### config.mk
export PLATFORM = sky130hd
export DESIGN_NAME = fp_addsub_pipe
export DESIGN_NICKNAME = d
export VERILOG_FILES = /design/src/rtl/fp_addsub_pipe.sv
export SDC_FILE = /design/constraint.sdc
export NUM_CORES = 1
export LEC_CHECK = 0
export ABC_AREA = 0
export CAP_MARGIN = 20
export CORE_MARGIN = 2
export CORE_UTILIZATION = 45
export CTS_BUF_LIST = sky130_fd_sc_hd__clkbuf_4
export DETAILED_ROUTE_END_ITERATION = 6
export DONT_BUFFER_PORTS = 1
export HOLD_SLACK_MARGIN = 0.12
export PLACE_DENSITY = 0.67
export SYNTH_ARGS = -nofsm -noshare
export SYNTH_HDL_FRONTEND = slang
export SYNTH_SLANG_ARGS = --single-unit
### constraint.sdc
create_clock -name clk -period 18.75 [get_ports clk]
set_input_delay 0.9375 -clock clk [delete_from_list [all_inputs] [get_ports clk]]
set_output_delay 0.9375 -clock clk [all_outputs]
set_load 0.03 [all_outputs]
### src/rtl/fp_addsub_pipe.sv
`default_nettype none
// ============================================================================
// Module      : fp_addsub_pipe
// Description : Multi-cycle IEEE-style floating-point adder/subtractor with
//               round-to-nearest-even, flush-to-zero and special-case flags.
// Revision    : 1.0 - initial release
// ============================================================================
module fp_addsub_pipe #(
    parameter int EXP_W = 8,
    parameter int MAN_W = 23
) (
    input  logic                   clk,
    input  logic                   reset,
    input  logic                   start,
    input  logic                   op,
    input  logic [EXP_W+MAN_W:0]   a,
    input  logic [EXP_W+MAN_W:0]   b,
    output logic [EXP_W+MAN_W:0]   sum,
    output logic                   done,
    output logic                   busy,
    output logic                   ovf,
    output logic                   unf,
    output logic                   inv
);

    localparam int c_w     = 1 + EXP_W + MAN_W;
    localparam int c_sig_w = MAN_W + 4;
    localparam int c_xw    = EXP_W + 2;
    localparam logic [EXP_W-1:0]        c_exp_ones = {EXP_W{1'b1}};
    localparam logic signed [c_xw-1:0]  c_exp_one  = {{(c_xw-1){1'b0}}, 1'b1};
    localparam logic [31:0]             c_far      = 32'(MAN_W + 3);
    localparam logic [c_w-1:0]          c_qnan     = {1'b0, {EXP_W{1'b1}}, 1'b1, {(MAN_W-1){1'b0}}};

    typedef enum logic [2:0] {
        S_IDLE    = 3'd0,
        S_SPECIAL = 3'd1,
        S_ALIGN   = 3'd2,
        S_ADD     = 3'd3,
        S_NORM    = 3'd4,
        S_ROUND   = 3'd5,
        S_DONE    = 3'd6
    } state_t;

    state_t                   r_state;
    logic                     r_sa, r_sb;
    logic [EXP_W-1:0]         r_ea, r_eb;
    logic [MAN_W-1:0]         r_fa, r_fb;
    logic                     r_sign, r_sub;
    logic signed [c_xw-1:0]   r_exp;
    logic [c_sig_w-1:0]       r_mx, r_my, r_mag;
    logic [c_w-1:0]           r_res;
    logic                     r_res_ovf, r_res_unf, r_res_inv;
    logic [c_w-1:0]           r_sum;
    logic                     r_done, r_busy, r_ovf, r_unf, r_inv;

    // operand classification
    logic w_a_max, w_b_max, w_a_nan, w_b_nan, w_a_inf, w_b_inf, w_a_zero, w_b_zero;
    assign w_a_max  = (r_ea == c_exp_ones);
    assign w_b_max  = (r_eb == c_exp_ones);
    assign w_a_nan  = w_a_max && (r_fa != '0);
    assign w_b_nan  = w_b_max && (r_fb != '0);
    assign w_a_inf  = w_a_max && (r_fa == '0);
    assign w_b_inf  = w_b_max && (r_fb == '0);
    assign w_a_zero = (r_ea == '0);
    assign w_b_zero = (r_eb == '0);

    // alignment: X is the larger magnitude, Y is shifted right with sticky
    logic                w_a_ge_b, w_sx;
    logic [EXP_W-1:0]    w_ex, w_ey, w_diff;
    logic [MAN_W-1:0]    w_fx, w_fy;
    logic [31:0]         w_diff32;
    logic [c_sig_w-1:0]  w_y_full, w_y_shr, w_y_lost, w_y_algn;

    assign w_a_ge_b = ({r_ea, r_fa} >= {r_eb, r_fb});

    always_comb begin
        w_sx = r_sb;
        w_ex = r_eb;
        w_fx = r_fb;
        w_ey = r_ea;
        w_fy = r_fa;
        if (w_a_ge_b) begin
            w_sx = r_sa;
            w_ex = r_ea;
            w_fx = r_fa;
            w_ey = r_eb;
            w_fy = r_fb;
        end
    end

    assign w_diff   = w_ex - w_ey;
    assign w_diff32 = 32'(w_diff);
    assign w_y_full = {1'b1, w_fy, 3'b000};
    assign w_y_shr  = w_y_full >> w_diff;
    assign w_y_lost = w_y_full & ~({c_sig_w{1'b1}} << w_diff);
    assign w_y_algn = (w_diff32 >= c_far) ? {{(c_sig_w-1){1'b0}}, 1'b1}
                                          : {w_y_shr[c_sig_w-1:1], w_y_shr[0] | (|w_y_lost)};

    logic [c_sig_w:0]    w_add;
    assign w_add = {1'b0, r_mx} + {1'b0, r_my};

    // rounding: carry out of the fraction only when it is all ones and rounds up
    logic                   w_rnd_up, w_rnd_carry;
    logic [MAN_W-1:0]       w_frac_rnd;
    logic signed [c_xw-1:0] w_exp_rnd;
    logic                   w_rnd_ovf, w_rnd_unf;

    assign w_rnd_up    = r_mag[2] & (r_mag[1] | r_mag[0] | r_mag[3]);
    assign w_rnd_carry = w_rnd_up & (&r_mag[c_sig_w-2:3]);
    assign w_frac_rnd  = r_mag[c_sig_w-2:3] + {{(MAN_W-1){1'b0}}, w_rnd_up};
    assign w_exp_rnd   = r_exp + $signed({{(c_xw-1){1'b0}}, w_rnd_carry});
    assign w_rnd_ovf   = (w_exp_rnd >= $signed({2'b00, c_exp_ones}));
    assign w_rnd_unf   = w_exp_rnd[c_xw-1] || (w_exp_rnd == '0);

    always_ff @(posedge clk or posedge reset) begin
        if (reset) begin
            r_state   <= S_IDLE;
            r_sa      <= 1'b0;
            r_sb      <= 1'b0;
            r_ea      <= '0;
            r_eb      <= '0;
            r_fa      <= '0;
            r_fb      <= '0;
            r_sign    <= 1'b0;
            r_sub     <= 1'b0;
            r_exp     <= '0;
            r_mx      <= '0;
            r_my      <= '0;
            r_mag     <= '0;
            r_res     <= '0;
            r_res_ovf <= 1'b0;
            r_res_unf <= 1'b0;
            r_res_inv <= 1'b0;
            r_sum     <= '0;
            r_done    <= 1'b0;
            r_busy    <= 1'b0;
            r_ovf     <= 1'b0;
            r_unf     <= 1'b0;
            r_inv     <= 1'b0;
        end else begin
            case (r_state)
                S_IDLE, S_DONE: begin
                    if (r_busy) begin
                        // first DONE cycle publishes the staged result
                        r_sum  <= r_res;
                        r_ovf  <= r_res_ovf;
                        r_unf  <= r_res_unf;
                        r_inv  <= r_res_inv;
                        r_done <= 1'b1;
                        r_busy <= 1'b0;
                    end else if (start) begin
                        r_sa      <= a[c_w-1];
                        r_ea      <= a[c_w-2:MAN_W];
                        r_fa      <= a[MAN_W-1:0];
                        r_sb      <= b[c_w-1] ^ op;
                        r_eb      <= b[c_w-2:MAN_W];
                        r_fb      <= b[MAN_W-1:0];
                        r_done    <= 1'b0;
                        r_ovf     <= 1'b0;
                        r_unf     <= 1'b0;
                        r_inv     <= 1'b0;
                        r_res_ovf <= 1'b0;
                        r_res_unf <= 1'b0;
                        r_res_inv <= 1'b0;
                        r_busy    <= 1'b1;
                        r_state   <= S_SPECIAL;
                    end
                end
                S_SPECIAL: begin
                    r_state <= S_DONE;
                    if (w_a_nan || w_b_nan || (w_a_inf && w_b_inf && (r_sa != r_sb))) begin
                        r_res     <= c_qnan;
                        r_res_inv <= 1'b1;
                    end else if (w_a_inf) begin
                        r_res <= {r_sa, r_ea, r_fa};
                    end else if (w_b_inf) begin
                        r_res <= {r_sb, r_eb, r_fb};
                    end else if (w_a_zero && w_b_zero) begin
                        r_res <= {r_sa & r_sb, {(c_w-1){1'b0}}};
                    end else if (w_a_zero) begin
                        r_res <= {r_sb, r_eb, r_fb};
                    end else if (w_b_zero) begin
                        r_res <= {r_sa, r_ea, r_fa};
                    end else begin
                        r_state <= S_ALIGN;
                    end
                end
                S_ALIGN: begin
                    r_sign  <= w_sx;
                    r_sub   <= r_sa ^ r_sb;
                    r_exp   <= $signed({2'b00, w_ex});
                    r_mx    <= {1'b1, w_fx, 3'b000};
                    r_my    <= w_y_algn;
                    r_state <= S_ADD;
                end
                S_ADD: begin
                    if (r_sub) begin
                        r_mag <= r_mx - r_my;
                    end else if (w_add[c_sig_w]) begin
                        r_mag <= {w_add[c_sig_w:2], w_add[1] | w_add[0]};
                        r_exp <= r_exp + c_exp_one;
                    end else begin
                        r_mag <= w_add[c_sig_w-1:0];
                    end
                    r_state <= S_NORM;
                end
                S_NORM: begin
                    if (r_mag == '0) begin
                        r_res   <= '0;
                        r_state <= S_DONE;
                    end else if (r_mag[c_sig_w-1]) begin
                        r_state <= S_ROUND;
                    end else begin
                        r_mag <= r_mag << 1;
                        r_exp <= r_exp - c_exp_one;
                    end
                end
                S_ROUND: begin
                    if (w_rnd_ovf) begin
                        r_res     <= {r_sign, c_exp_ones, {MAN_W{1'b0}}};
                        r_res_ovf <= 1'b1;
                    end else if (w_rnd_unf) begin
                        r_res     <= {r_sign, {(c_w-1){1'b0}}};
                        r_res_unf <= 1'b1;
                    end else begin
                        r_res <= {r_sign, w_exp_rnd[EXP_W-1:0], w_frac_rnd};
                    end
                    r_state <= S_DONE;
                end
                default: r_state <= S_IDLE;
            endcase
        end
    end

    assign sum  = r_sum;
    assign done = r_done;
    assign busy = r_busy;
    assign ovf  = r_ovf;
    assign unf  = r_unf;
    assign inv  = r_inv;

endmodule
`default_nettype wire

# Yosys cells after proc, flatten, opt, wreduce, memory -nomap -nowiden
# Cells that the tools add are included.
[word_totals] out_inout_bits=37 register_bits=229 input_bits=68 elab_cells=161
[classes] addsub=7 eq_ne=22 n_reduce_logical=39 order_cmp=3 shift=2 muxes=52 n_bitwise=12
[ops] operator="$mux 32" n=7
[ops] operator="$mux 27" n=5
[ops] operator="$pmux 32 s3" n=1
[ops] operator="$mux 31" n=2
[ops] operator="$pmux 27 s2" n=1
[ops] operator="$logic_not 23->1" n=2
[ops] operator="$mux 23" n=2
[ops] operator="$reduce_bool 23->1" n=2
[ops] operator="$mux 10" n=4
[ops] operator="$ge 31x31->1" n=1
[ops] operator="$mux 3" n=10
[ops] operator="$pmux 10 s3" n=1
[ops] operator="$add 27x27->28" n=1
[ops] operator="$and 27x27->27" n=1
[ops] operator="$logic_not 27->1" n=1
[ops] operator="$not 27->27" n=1
[ops] operator="$reduce_or 27->1" n=1
[ops] operator="$shl 27x8->27 const A" n=1
[ops] operator="$shr 27x8->27" n=1
[ops] operator="$sub 27x27->27" n=1
[ops] operator="$add 23x1->23" n=1
[ops] operator="$reduce_and 23->1" n=1
[ops] operator="$ne 2x2->1 const B" n=11
[ops] operator="$pmux 3 s6" n=1
[ops] operator="other kinds (32)" n=77

# Longest topological paths before layout
[depth] ltp_word=10 mapped_depth=21

# Worst setup path before layout
# No wires, ideal clock.
[synth_path] kind="register -> register" start="register r_eb[5]" end="register r_my[12]" setup_ns=0.121 path_buffers=4 path_stages_with_launch=22 setup_slack_ns=14.288 arrival_ns=4.341 cell_sequence="dfrtp_1 > inv_1 > ha_1 > buf_6 > a21oi_2 > nor2b_1 > o21ai_0 > nand3_2 > a21oi_2 > mux2i_1 > ha_1 > nor3_1 > o21ai_0 > and4bb_2 > and2_1 > clkbuf_1 > clkbuf_1 > clkbuf_1 > nor2_1 > o21ai_0 > o21ai_0 > a22o_1"
[synth_via] elab_chain_cells=5 elab_cells_between_ends=8 classes_between="1 x add/sub; 2 x order compare; 1 x shift; 4 x mux"
[synth_lines] item="from (decl)" line="46" rtl="logic [EXP_W-1:0] r_ea, r_eb;"
[synth_lines] item="from (signal assigned)" line="156" rtl="r_eb <= b[c_w-2:MAN_W];"
[synth_lines] item="$ge 31x31->1" line="74" rtl="assign w_a_ge_b = ({r_ea, r_fa} >= {r_eb, r_fb});"
[synth_lines] item="$mux 8" line="82" rtl="if (w_a_ge_b) begin"
[synth_lines] item="$sub 8x8->8" line="91" rtl="assign w_diff = w_ex - w_ey;"
[synth_lines] item="$shr 27x8->27 / $ge 8x5->1 (equally long branches)" line="94, 96"
[synth_lines] item="$mux 27 *" line="96" rtl="assign w_y_algn = (w_diff32 >= c_far) ? {{(c_sig_w-1){1'b0}}, 1'b1}"
[synth_lines] item="to (signal assigned)" line="193" rtl="r_my <= w_y_algn;"
[synth_lines] item="to (decl)" line="50" rtl="logic [c_sig_w-1:0] r_mx, r_my, r_mag;"
# Mark *: on every way between the ends. The rest lies on a longest branch, timed or not.
# A chain may end at the register's enable or synchronous reset.

# Worst setup path after layout
[layout_path] start="register r_eb[5]" end="register r_my[0]"
[layout_via] elab_chain_cells=9 elab_cells_between_ends=13 classes_between="1 x add/sub; 2 x order compare; 2 x shift; 4 x mux; 3 x bitwise; 1 x reduce/logical"
[layout_lines] item="$ge 31x31->1" line="74"
[layout_lines] item="$mux 8" line="82"
[layout_lines] item="$sub 8x8->8" line="91"
[layout_lines] item="$shl 27x8->27" line="95" rtl="assign w_y_lost = w_y_full & ~({c_sig_w{1'b1}} << w_diff);"
[layout_lines] item="$not 27->27" line="95"
[layout_lines] item="$and 27x27->27" line="95"
[layout_lines] item="$reduce_or 27->1" line="97" rtl=": {w_y_shr[c_sig_w-1:1], w_y_shr[0] | (|w_y_lost)};"
[layout_lines] item="$or 1x1->1" line="97"
[layout_lines] item="$mux 27 *" line="96"
# Marks and branches as above.

==> metrics.md <==
| Metric | Value |
|---|---|
| Status | finished, final reports clean |
| Fin crit period | 5470 ps |
| Vias per cell | 6.11 |
| Worst-path cell chain | inv_1 > ha_1 > a21oi_2 > nor2b_1 > o21ai_0 > nand3_2 > a21oi_4 > mux2i_1 > ha_1 > nor3_1 > o21ai_0 > and4bb_2 > and2_1 > o211ai_1 > o211ai_1 > a22oi_1 > o2111ai_1 > nor4b_1 > a22oi_1 |
| Routed len/inst | 21.4 um |
| Worst-Margin Slew | 1130 ps |
| Startpoint of the worst register-to-register path | r_eb[5]$_DFFE_PP0P_ |
| Depth of the CTS H-tree | 2 |
| YS warnings | 0 |
| Share of cells above drive strength 1 | 10.2% |
| Clk root buf | clkbuf_4 |
| Critical path arrival | 6150 ps |
| Relative slew slack | 24.7% |
| GPL Wtd Cong | 0.977 |
| GRT Residual Overflow | 0 |
| Worst EP required | 19430 ps |
| Area grow syn2layout | 6.59% |
| Cell area after layout | 18000 um2 |
| Syn nets | 2190 |
| Die Span X | 197 um |
| Mean post-synth cell area | 8.31 um2 |
| Final Hold Viols | 0 |
| Dpl cell area | 17100 um2 |
| GRT Util Overall | 27.8% |
| DRC | 0 |
| Slowest CP cell | and2_1 |
| Io pins | 105 |
| Vias | 15300 |
| Largest stage delay, worst path | 890 ps |
| Cell area after synthesis | 16800 um2 |
| Std cell rows | 70 |
| Vias in the first global route | 14900 |
| Initial drt markers | 1419 |
| Reg2reg end | r_my[0]$_DFFE_PP0P_ |
| Fin Setup TNS | 0 ps |
| Post-CTS Hold Buffers | 0 |
| Initial core utilization | 45.9% |
| CP Class | flip-flop to flip-flop |
| Reg2Reg Setup Slack | 13280 ps |
| Met3 wire len | 4.40 mm |
| Post-synth EDFFs | 0 |
| Clock Path Buffers | 3 |
| Synth area leaders | dfrtp_1 (34%), nand2_1 (7.4%), ha_1 (6.8%), mux2i_1 (6.1%), o21ai_0 (4.7%) |
| Worst hold path type | primary input to async pin |
| Top-area cell type share of the netlist area | 34.0% |
| Max-cap viol count | 0 |
| Largest net degree at the start of global routing | 102 |
| Register area share after synthesis | 34.0% |
| Final nets | 2156 |
| Drt pass-1 iters | 6 |
| Final wirelength | 53.6 mm |
| Gate Count Post-Synth | 2028 |
| Reg2Reg Depth | 19 |
| Pins Over Slew Limit | 0 |
| Final Util | 48.9% |
| Post-synth top cells | nand2_1 (332), dfrtp_1 (229), o21ai_0 (159), nor2_1 (142), a21oi_1 (129) |
| CTS tree | yes |
| IO buf count | 0 |
| Clock sink count | 229 |
| Largest area contributor in the netlist | dfrtp_1 |
| Cell with the most instances after synthesis | nand2_1 |
| Initial antenna violation count | 5 |
| Top_reg_cell synth | dfrtp_1 |
| DR WL met2 | 23.7 mm |
| Post-CTS sizing | 0 |
| Fmax | 183 MHz |
| Height of the die | 197 um |
| CP Capture Type | flip-flop |
| Met1 WL | 23.9 mm |
| # Post-CTS Setup Buffers | 0 |
| Crit-path leading delay family | compound AO/OA/AOI/OAI gates |
| First-pass GRT wire length | 85.0 mm |
| FFs w/ async S/R, synth | 100% |
| Crit share post-route | 29.2% |
| Layout Skew | 40.0 ps |
| Clock transition at path regs | 80 ps |
| Final setup fails | 0 |
| Crit path max fanout | 26 |
| Core Area | 36700 um2 |
| Final worst slack | 13280 ps |
| Synth unique cells | 94 |
| Startpoint types | flip-flop |
| Antenna Violating Nets Remaining | 0 |
| Die area | 39000 um2 |
| RSZ-0062 raised after global routing | false |
| Half-perimeter wire length after placement | 40.4 mm |
| CTS buffer count | 61 |
| DR top layer | met4 |
| Dpl ws | 13210 ps |
| Register bit total from synthesis | 229 |
| Worst path bufs/invs | 1 |
| Clk_lat worst skew | 770 ps |
cells in the final DEF, fill, tap and decap left out, drive strengths merged, types with 17 or more instances in the layout:
| cell type | netlist | final |
|---|---|---|
| nor2 | 144 | 144 |
| nand3 | 41 | 41 |
| nor3 | 30 | 30 |
| a31oi | 42 | 42 |
| buf | 26 | 24 |
| ha | 92 | 92 |
| nand2 | 334 | 334 |
| nand4 | 23 | 23 |
| clkbuf | 95 | 84 |
| xor2 | 25 | 25 |
| o21ai | 166 | 166 |
| mux2i | 103 | 103 |
| mux2 | 47 | 47 |
| o22a | 22 | 22 |
| a21oi | 134 | 134 |
| nor4 | 23 | 23 |
| inv | 107 | 108 |
| clkinv | 2 | 19 |
| dfrtp | 229 | 229 |
| a211oi | 23 | 23 |
| xnor2 | 60 | 60 |
| nor2b | 17 | 17 |
state kept, by name (all words and copies together) (netlist names), 3 cells and up:
name and count:
r_res 32, r_exp 10, r_mx 24, r_state 3, r_ea 8, r_eb 8
sum 32, r_mag 27, r_my 27, r_fb 23, r_fa 23
area by class of cell:
class | instances | area (um2)
Timing Repair Buffer | 24 | 188
Clock inverter | 20 | 144
Sequential cell | 229 | 5730
Inverter | 109 | 417
Tap cell | 468 | 586
Multi-Input combinational cell | 1569 | 10200
Clock buffer | 84 | 631
Fill cell | 3579 | 18700
Antenna cell | 4 | 10.0
cells by family after synthesis:
family	count (synthesis)	share of synthesized area [%]
AND/OR/NAND/NOR	683	18.3
AO/OA/AOI/OAI	556	21.3
buffers and inverters	230	5.43
flip-flops	229	34.0
multiplexers	151	9.42
adder cells (fa/ha/maj)	94	7.07
XOR/XNOR	85	4.42
metrics by stage:
stage,std cells,hold slack [ps]
final,2507,108
after global routing,2504,151
after CTS,2499,136
after detailed placement,2395,454
after global placement,2395,452
after floorplan,2028,433
routing by layer:
metal | track usage [%] | vias to the layer above
li1 | - | 7219
met1 | 39.0 | 7289
met2 | 43.1 | 679
met3 | 4.99 | 123
met4 | 9.61 | 0
met5 | 0 | -
worst max path at each step:
stage	start	slack (ps)	end	cells past startpoint
detailed placement	r_eb[3]$_DFFE_PP0P_	13210	r_my[0]$_DFFE_PP0P_	14
global route	r_eb[5]$_DFFE_PP0P_	12910	r_my[0]$_DFFE_PP0P_	19
finish	r_eb[5]$_DFFE_PP0P_	13280	r_my[0]$_DFFE_PP0P_	19
global placement	r_ea[3]$_DFFE_PP0P_	13370	r_my[0]$_DFFE_PP0P_	13
floorplan	reset	11540	busy$_DFFE_PP0P_	1
CTS	r_eb[3]$_DFFE_PP0P_	13210	r_my[0]$_DFFE_PP0P_	14
Power is left out: the tool's default activity adds up to more than one toggle a clock period on the data nets, which glitch-free logic cannot reach.
